--- src/rtl/cr16_pkg.sv ---
// Shared constants and types for the CR16 register file write path.
package cr16_pkg;

  localparam int REG_ADDR_W = 4;
  localparam int DATA_W     = 16;
  localparam int NUM_REGS   = 16;

  typedef enum logic {
    S1_EMPTY = 1'b0,
    S1_FULL  = 1'b1
  } s1_state_t;

endpackage

--- src/rtl/dec4_16.sv ---
// 4-to-16 one-hot decoder; output is all-zero when en is low.
module dec4_16
  import cr16_pkg::*;
(
  input  logic                  en,
  input  logic [REG_ADDR_W-1:0] addr,
  output logic [15:0]           onehot
);

  always_comb begin
    onehot = '0;
    if (en) onehot[addr] = 1'b1;
  end

endmodule

--- src/rtl/regfile_wr_demux16.sv ---
// 16-entry register file with a two-stage (stage/commit) write path and read bypass.
// Optional macro REGFILE_R0_ZERO_EN makes register 0 a hardwired zero.
module regfile_wr_demux16
  import cr16_pkg::*;
#(
  parameter int DATA_W   = 16,
  parameter int NUM_REGS = 16
) (
  input  logic                       clk,
  input  logic                       reset,
  input  logic                       wr_valid,
  output logic                       wr_ready,
  input  logic [REG_ADDR_W-1:0]      wr_addr,
  input  logic [DATA_W-1:0]          wr_data,
  input  logic                       commit_stall,
  input  logic [REG_ADDR_W-1:0]      rd_addr,
  output logic [DATA_W-1:0]          rd_data,
  output logic [NUM_REGS*DATA_W-1:0] regs_flat,
  output logic [NUM_REGS-1:0]        commit_strobe,
  output logic                       pending
);

  s1_state_t           state, state_nxt;
  logic [DATA_W-1:0]   s1_data;
  logic [NUM_REGS-1:0] s1_sel;
  logic [NUM_REGS-1:0] dec_onehot;
  logic [NUM_REGS-1:0] dec_sel;
  logic [DATA_W-1:0]   regs [NUM_REGS];
  logic                accept;
  logic                commit;

  assign pending  = (state == S1_FULL);
  assign wr_ready = ~pending | ~commit_stall;
  assign accept   = wr_valid & wr_ready;
  assign commit   = pending & ~commit_stall;

  dec4_16 u_dec (
    .en     (accept),
    .addr   (wr_addr),
    .onehot (dec_onehot)
  );

`ifdef REGFILE_R0_ZERO_EN
  // Address-0 writes still occupy S1 but carry an empty select, so they
  // neither load, strobe nor bypass.
  assign dec_sel = dec_onehot & ~NUM_REGS'(1);
`else
  assign dec_sel = dec_onehot;
`endif

  always_comb begin
    state_nxt = state;
    if (accept)      state_nxt = S1_FULL;
    else if (commit) state_nxt = S1_EMPTY;
  end

  always_ff @(posedge clk) begin
    if (reset) state <= S1_EMPTY;
    else       state <= state_nxt;
  end

  always_ff @(posedge clk) begin
    if (reset) begin
      s1_data       <= '0;
      s1_sel        <= '0;
      commit_strobe <= '0;
      for (int unsigned i = 0; i < NUM_REGS; i++) regs[i] <= '0;
    end else begin
      commit_strobe <= commit ? s1_sel : '0;
      for (int unsigned i = 0; i < NUM_REGS; i++)
        if (commit && s1_sel[i]) regs[i] <= s1_data;
      if (accept) begin
        s1_data <= wr_data;
        s1_sel  <= dec_sel;
      end
    end
  end

  always_comb begin
    regs_flat = '0;
    for (int unsigned i = 0; i < NUM_REGS; i++)
      regs_flat[i*DATA_W +: DATA_W] = regs[i];
  end

  assign rd_data = (pending && s1_sel[rd_addr]) ? s1_data : regs[rd_addr];

endmodule

--- config.mk ---
export PLATFORM = sky130hd
export DESIGN_NAME = regfile_wr_demux16
export DESIGN_NICKNAME = d
export VERILOG_FILES = /design/src/rtl/cr16_pkg.sv /design/src/rtl/dec4_16.sv /design/src/rtl/regfile_wr_demux16.sv
export SDC_FILE = /design/constraint.sdc
export NUM_CORES = 1
export LEC_CHECK = 0
export ABC_AREA = 1
export CAP_MARGIN = 30
export CORE_ASPECT_RATIO = 0.9
export CORE_MARGIN = 2
export CORE_UTILIZATION = 45
export CTS_CLUSTER_SIZE = 25
export DETAILED_ROUTE_END_ITERATION = 16
export PLACE_DENSITY = 0.74
export SYNTH_ARGS = -nofsm -noshare
export SYNTH_HDL_FRONTEND = slang
export SYNTH_SLANG_ARGS = --single-unit
--- constraint.sdc ---
create_clock -name clk -period 3 [get_ports clk]
set_input_delay 0.6 -clock clk [delete_from_list [all_inputs] [get_ports clk]]
set_output_delay 0.6 -clock clk [all_outputs]
set_load 0.02 [all_outputs]
# Word-level counts from Yosys, hierarchy flattened
# Memory sizes are Yosys's and may differ from the RTL's.
# Cells that the tools add are included.
# totals
ram_bits	256
reg_bits	49
elab_cells	123
output_inout_bits	290
latch_bits	0
romBits	0
memories	1
in_bits	28
# memory_table
memory	depth	width	rd	rd_ports_with_merged_regs	wr	line_no	text
regs	16	16	17	0	16	regfile_wr_demux16.sv:28	logic [DATA_W-1:0] regs [NUM_REGS];
# op_classes
eq_ne	0
multipliers	0
order_cmp	3
shifts	0
bitwise_logic	22
div	0
addsub	0
n_mux	73
n_reduce_logical	20
# op_table
cell	count
$mux 16	17
$mux 1	54
$logic_and 1x1->1	18
$or 1x1->1	17
$lt 4x5->1 const B	2
$bmux 1 s4	1
$demux 1 s4	1
$ge 4x1->1 const B	1
$not 1->1	3
$and 1x1->1	2
$reduce_bool 2->1	1
$reduce_or 2->1	1

# Depth between registers and ports, before layout
# logic_depth
depth_word	7
mapped_depth	12
mapped_depth_nobuf	9

# By module
# From an unflattened synthesis, not the netlist that was laid out.
# unflattened
hier_cells	1339
area_unflattened_um2	13412.9
# modules_own_cells
mod	instances	cells_each	area_per_inst_um2
regfile_wr_demux16	1	1307	13286.5
dec4_16	1	32	126.4

# Worst setup path after synthesis
# Ideal clock, no wire load.
# synth_path
kind	flip-flop to flip-flop
from	register state (netlist: pending)
to	memory regs[10][0], enable pin
arrival_time_ns	2.231
path_slack_ns	0.358
setup_time_ns	0.411
n_path_buf	2
required_time_ns	2.589
path_stages_with_launch	7
period_less_slack_ns	2.642
path_cell_list	dfxtp_1 buf_4 inv_1 nor2_2 inv_1 clkbuf_1 o21ai_0
# synth_rtl
item	line_no	text
from (decl)	regfile_wr_demux16.sv:23	s1_state_t state, state_nxt;
from (signal assigned)	regfile_wr_demux16.sv:59	else state <= state_nxt;
to (decl)	regfile_wr_demux16.sv:28	

# Final worst setup path
# layout_path
from	input port rd_addr[0]
to	output port rd_data[9]
# layout_between
elab_chain_len	4
# layout_lines
item	line_no	text
from (decl)	regfile_wr_demux16.sv:16	input logic [REG_ADDR_W-1:0] rd_addr,
$bmux 1 s4	regfile_wr_demux16.sv:85	assign rd_data = (pending && s1_sel[rd_addr]) ? s1_data : regs[rd_addr];
$mux 1 (implied by the code)	regfile_wr_demux16.sv:85	
$logic_and 1x1->1	regfile_wr_demux16.sv:85	
$mux 16 (*)	regfile_wr_demux16.sv:85	
to (decl)	regfile_wr_demux16.sv:17	output logic [DATA_W-1:0] rd_data,
# Every way passes the cells marked *; elsewhere a longest branch is shown, timed or not. The select of a mux whose other input is x is not followed.

==> flow_metrics.py <==
metrics = {
    "status": {
        "status": "finished, final reports clean",
    },
    "cells_and_area": {
        "final_cells": 2053,
        "synthToLayoutAreaGrowth_pct": 36.5,
        "nFillCells": 2336,
        "diodes": 0,
        "num-nets-final": 1660,
        "drive_above_1_share": 0.0863,
        "fin_area_sq_um": 18000,
    },
    "synthesis": {
        "ys_warn_count": 0,
        "syn_nets": 1350,
        "synth_cell_types": 22,
        "synth_top_family_by_area": "simple AND/OR/NAND/NOR gates",
        "synth_xor_area_frac": 0,
        "syn_inst": 1322,
        "synth.top_cell.area_share": 0.583,
        "yosysTopAreaCell": "edfxtp_1",
        "synthMuxAreaShare": 0,
        "synth_seq_cells": 305,
        "seq_area_frac_synth": 0.657,
        "synth_fa_ha_area_frac": 0,
        "syn_area_per_cell_sq_um": 9.98,
        "synth_simple_gate_area_share": 0.191,
        "synthTopCellsByArea": "edfxtp_1 (58%), nor2_1 (11%), dfxtp_1 (7.4%)",
        "synth_area_sq_um": 13200,
        "synth_compound_area_frac": 0.0876,
    },
    "worst_setup_path": {
        "required_ps": 2400,
        "critPathLaunchType": "input port",
        "worstSetupPathType": "in -> out",
        "r2r_cells": 7,
        "end_kind": "output port",
        "cp_data_arrival_time_ps": 2380,
        "critPathMaxFanout": 50,
    },
    "die": {
        "rows": 59,
        "num_io_pins": 318,
        "die_area_sq_um": 30700,
        "die_y_um": 166,
        "start_util": 0.457,
        "die_x_um": 185,
        "coreArea_sq_um": 28900,
    },
    "timing": {
        "timing.fmax_mhz": 336,
        "maxSlewViolCount": 0,
        "tightest_slew_ps": 906,
        "clock_skew_ps": 10.8,
        "setup_tns_ps": 0,
        "setup_viol": 0,
        "post-route-period-util": 0.992,
        "max_slew_margin": 0.396,
        "finalCriticalPeriod_ps": 2980,
        "hold_viol": 0,
        "grt_setup_unrepaired": "true",
        "hold_slack_ps": 507,
    },
    "cts": {
        "cts.sink_count": 305,
        "clock_path_buffers": 3,
        "cts_setup_buffers": 0,
        "path_clk_slew_ps": 60,
        "htreeDepth": 1,
        "cts-root-buf": "clkbuf_16",
        "cts_inserted_buffers": 31,
        "cts_tree": "built",
        "clkLatencyLatePin_ps": 580,
    },
    "grt": {
        "grt_start_max_net_pins": 55,
        "grt.total_usage": 0.322,
        "grt_pass1_vias": 10700,
        "grt_pass1_wl_mm": 71.8,
        "overflow": 0,
        "grt_antenna_before_repair": 0,
    },
    "drt": {
        "drt-initial-drc-count": 1644,
        "wl_per_cell_um": 24.9,
        "ant_nets": 0,
        "dr.pass1.iters": 5,
        "routed_wirelength_mm": 51.1,
        "drc": 0,
        "via_per_inst": 5.70,
        "via_count": 11700,
    },
    "min_path": {
        "hp-class": "reg -> reg",
        "hold_path_depth": 2,
    },
    "place": {
        "hpwl_mm": 36.4,
        "placed_area_sq_um": 16900,
        "dpl.cell_count": 1994,
        "portBuffers": 317,
        "place_congestion": 0.985,
    },
    "run": {
        "drv_cap": 0,
    },
    "power_and_ir_drop": {
        "power.static_leakage_nw": 6.81,
        "ir_drop_uv": 585,
        "power.density_nw_per_um2": 589,
    },
}
==> routing by layer <==
layer | track usage | vias to the layer above | wire length [um]
li1 | - | 5094 | -
met1 | 0.460 | 5619 | 19800
met5 | 0 | - | 0
met2 | 0.477 | 892 | 22200
met3 | 0.0977 | 88 | 7400
met4 | 0.0901 | 0 | 1620
==> flip-flops by register name, summed over array words and instances, names as in the netlist <==
name,cells
s1_data,16
pending,1
regs,256
commit_strobe,16
s1_sel,16
==> worst paths after layout <==
kind | from | end | slack [ps]
setup / recovery | rd_addr[0] | rd_data[9] | 20
hold / removal | s1_sel[10] | commit_strobe[10] | 510
setup reg to reg | pending | regs[5][15] | 930
hold reg to reg | s1_sel[10] | commit_strobe[10] | 510
==> power breakdown <==
group | internal (W) | switching [W] | leakage [nW]
sequential | 0.00481 | 0.000149 | 3.06
combinational | 0.000583 | 0.00107 | 3.25
clock | 0.00231 | 0.00169 | 0.511
total | 0.00771 | 0.00290 | 6.81
==> layout make-up <==
| cell class | instances | area [sq um] | share of cell area |
|---|---|---|---|
| well taps | 396 | 495 | 0.0275 |
| repair buffers | 376 | 3750 | 0.208 |
| clock buffers | 37 | 830 | 0.0461 |
| multi-input cells | 832 | 3730 | 0.207 |
| inverters | 86 | 328 | 0.0182 |
| clock inverters | 21 | 211 | 0.0117 |
| flip-flops and latches | 305 | 8670 | 0.481 |
==> synth_stat cells <==
| library cell | number |
|---|---|
| nor2_1 | 388 |
| edfxtp_1 | 256 |
| nand3_1 | 126 |
| o21ai_0 | 102 |
| nand2_1 | 101 |
| inv_1 | 78 |
| dfxtp_1 | 49 |
| clkbuf_1 | 47 |
| a21oi_1 | 33 |
| o211ai_1 | 30 |
| o21ai_1 | 27 |
| buf_2 | 19 |
| a211oi_1 | 16 |
| buf_6 | 12 |
| buf_1 | 11 |
| buf_4 | 10 |
| inv_2 | 6 |
| nor2_2 | 5 |
| clkinv_1 | 2 |
| nand2_2 | 2 |
| nand2_4 | 1 |
| nor3_1 | 1 |
==> stage by stage <==
| stage | util | setup slack, ps | power [W] |
|---|---|---|---|
| after floorplan | - | 358 | 0.00582 |
| after global placement | 0.585 | -544 | 0.00664 |
| after detailed placement | 0.585 | -534 | 0.00666 |
| after CTS | 0.622 | 2.77 | 0.0106 |
| after global routing | 0.624 | -0.611 | 0.0109 |
| final | 0.624 | 23.9 | 0.0106 |
==> critical path: stages <==
cell and delay, ps:
buf_4 160, inv_2 130, buf_12 250, nor2_1 70, nor2_1 80, o21ai_0 110, nand3_1 210, nand3_1 150
nand2_1 150, nand2_1 70, nand2_1 60, clkdlybuf4s15_1 300
==> logic make-up after synthesis <==
logic type,count (synthesis)
flops,305
simple gates,624
compound gates,208
buf+inv,185
==> placed cells by master, fill, tap and decap left out <==
master | Yosys | layout
nand2_2 | 2 | 3
o21ai_2 | 0 | 6
bufinv_16 | 0 | 4
buf_12 | 0 | 10
clkdlybuf4s50_1 | 0 | 299
inv_6 | 0 | 1
buf_8 | 0 | 3
dfxtp_1 | 49 | 49
a211oi_1 | 16 | 16
clkdlybuf4s15_2 | 0 | 2
clkbuf_16 | 0 | 33
nand3_2 | 0 | 5
buf_6 | 12 | 1
o211ai_1 | 30 | 30
nor2_1 | 388 | 388
clkbuf_2 | 0 | 6
clkinv_2 | 0 | 8
clkinv_1 | 2 | 7
o21ai_1 | 27 | 50
edfxtp_1 | 256 | 256
clkdlybuf4s15_1 | 0 | 3
clkbuf_1 | 47 | 4
nor2_2 | 5 | 5
clkinvlp_4 | 0 | 2
nand3_1 | 126 | 121
inv_2 | 6 | 5
inv_1 | 78 | 78
clkbuf_8 | 0 | 1
clkinv_4 | 0 | 2
nor3_1 | 1 | 1
a21oi_1 | 33 | 33
nand2_1 | 101 | 100
buf_4 | 10 | 45
nand2_4 | 1 | 1
o21ai_0 | 102 | 73
dlygate4sd2_1 | 0 | 6
==> repair_timing <==
item	4_1_cts	5_1_grt
hold endpoints to repair	0	0
hold buffers	0	0
gates cloned	0	1
pin swaps	4	2
gates resized for setup	39	34
endpoints found under the setup margin	16	16
Power figures use the tool's default switching activity.
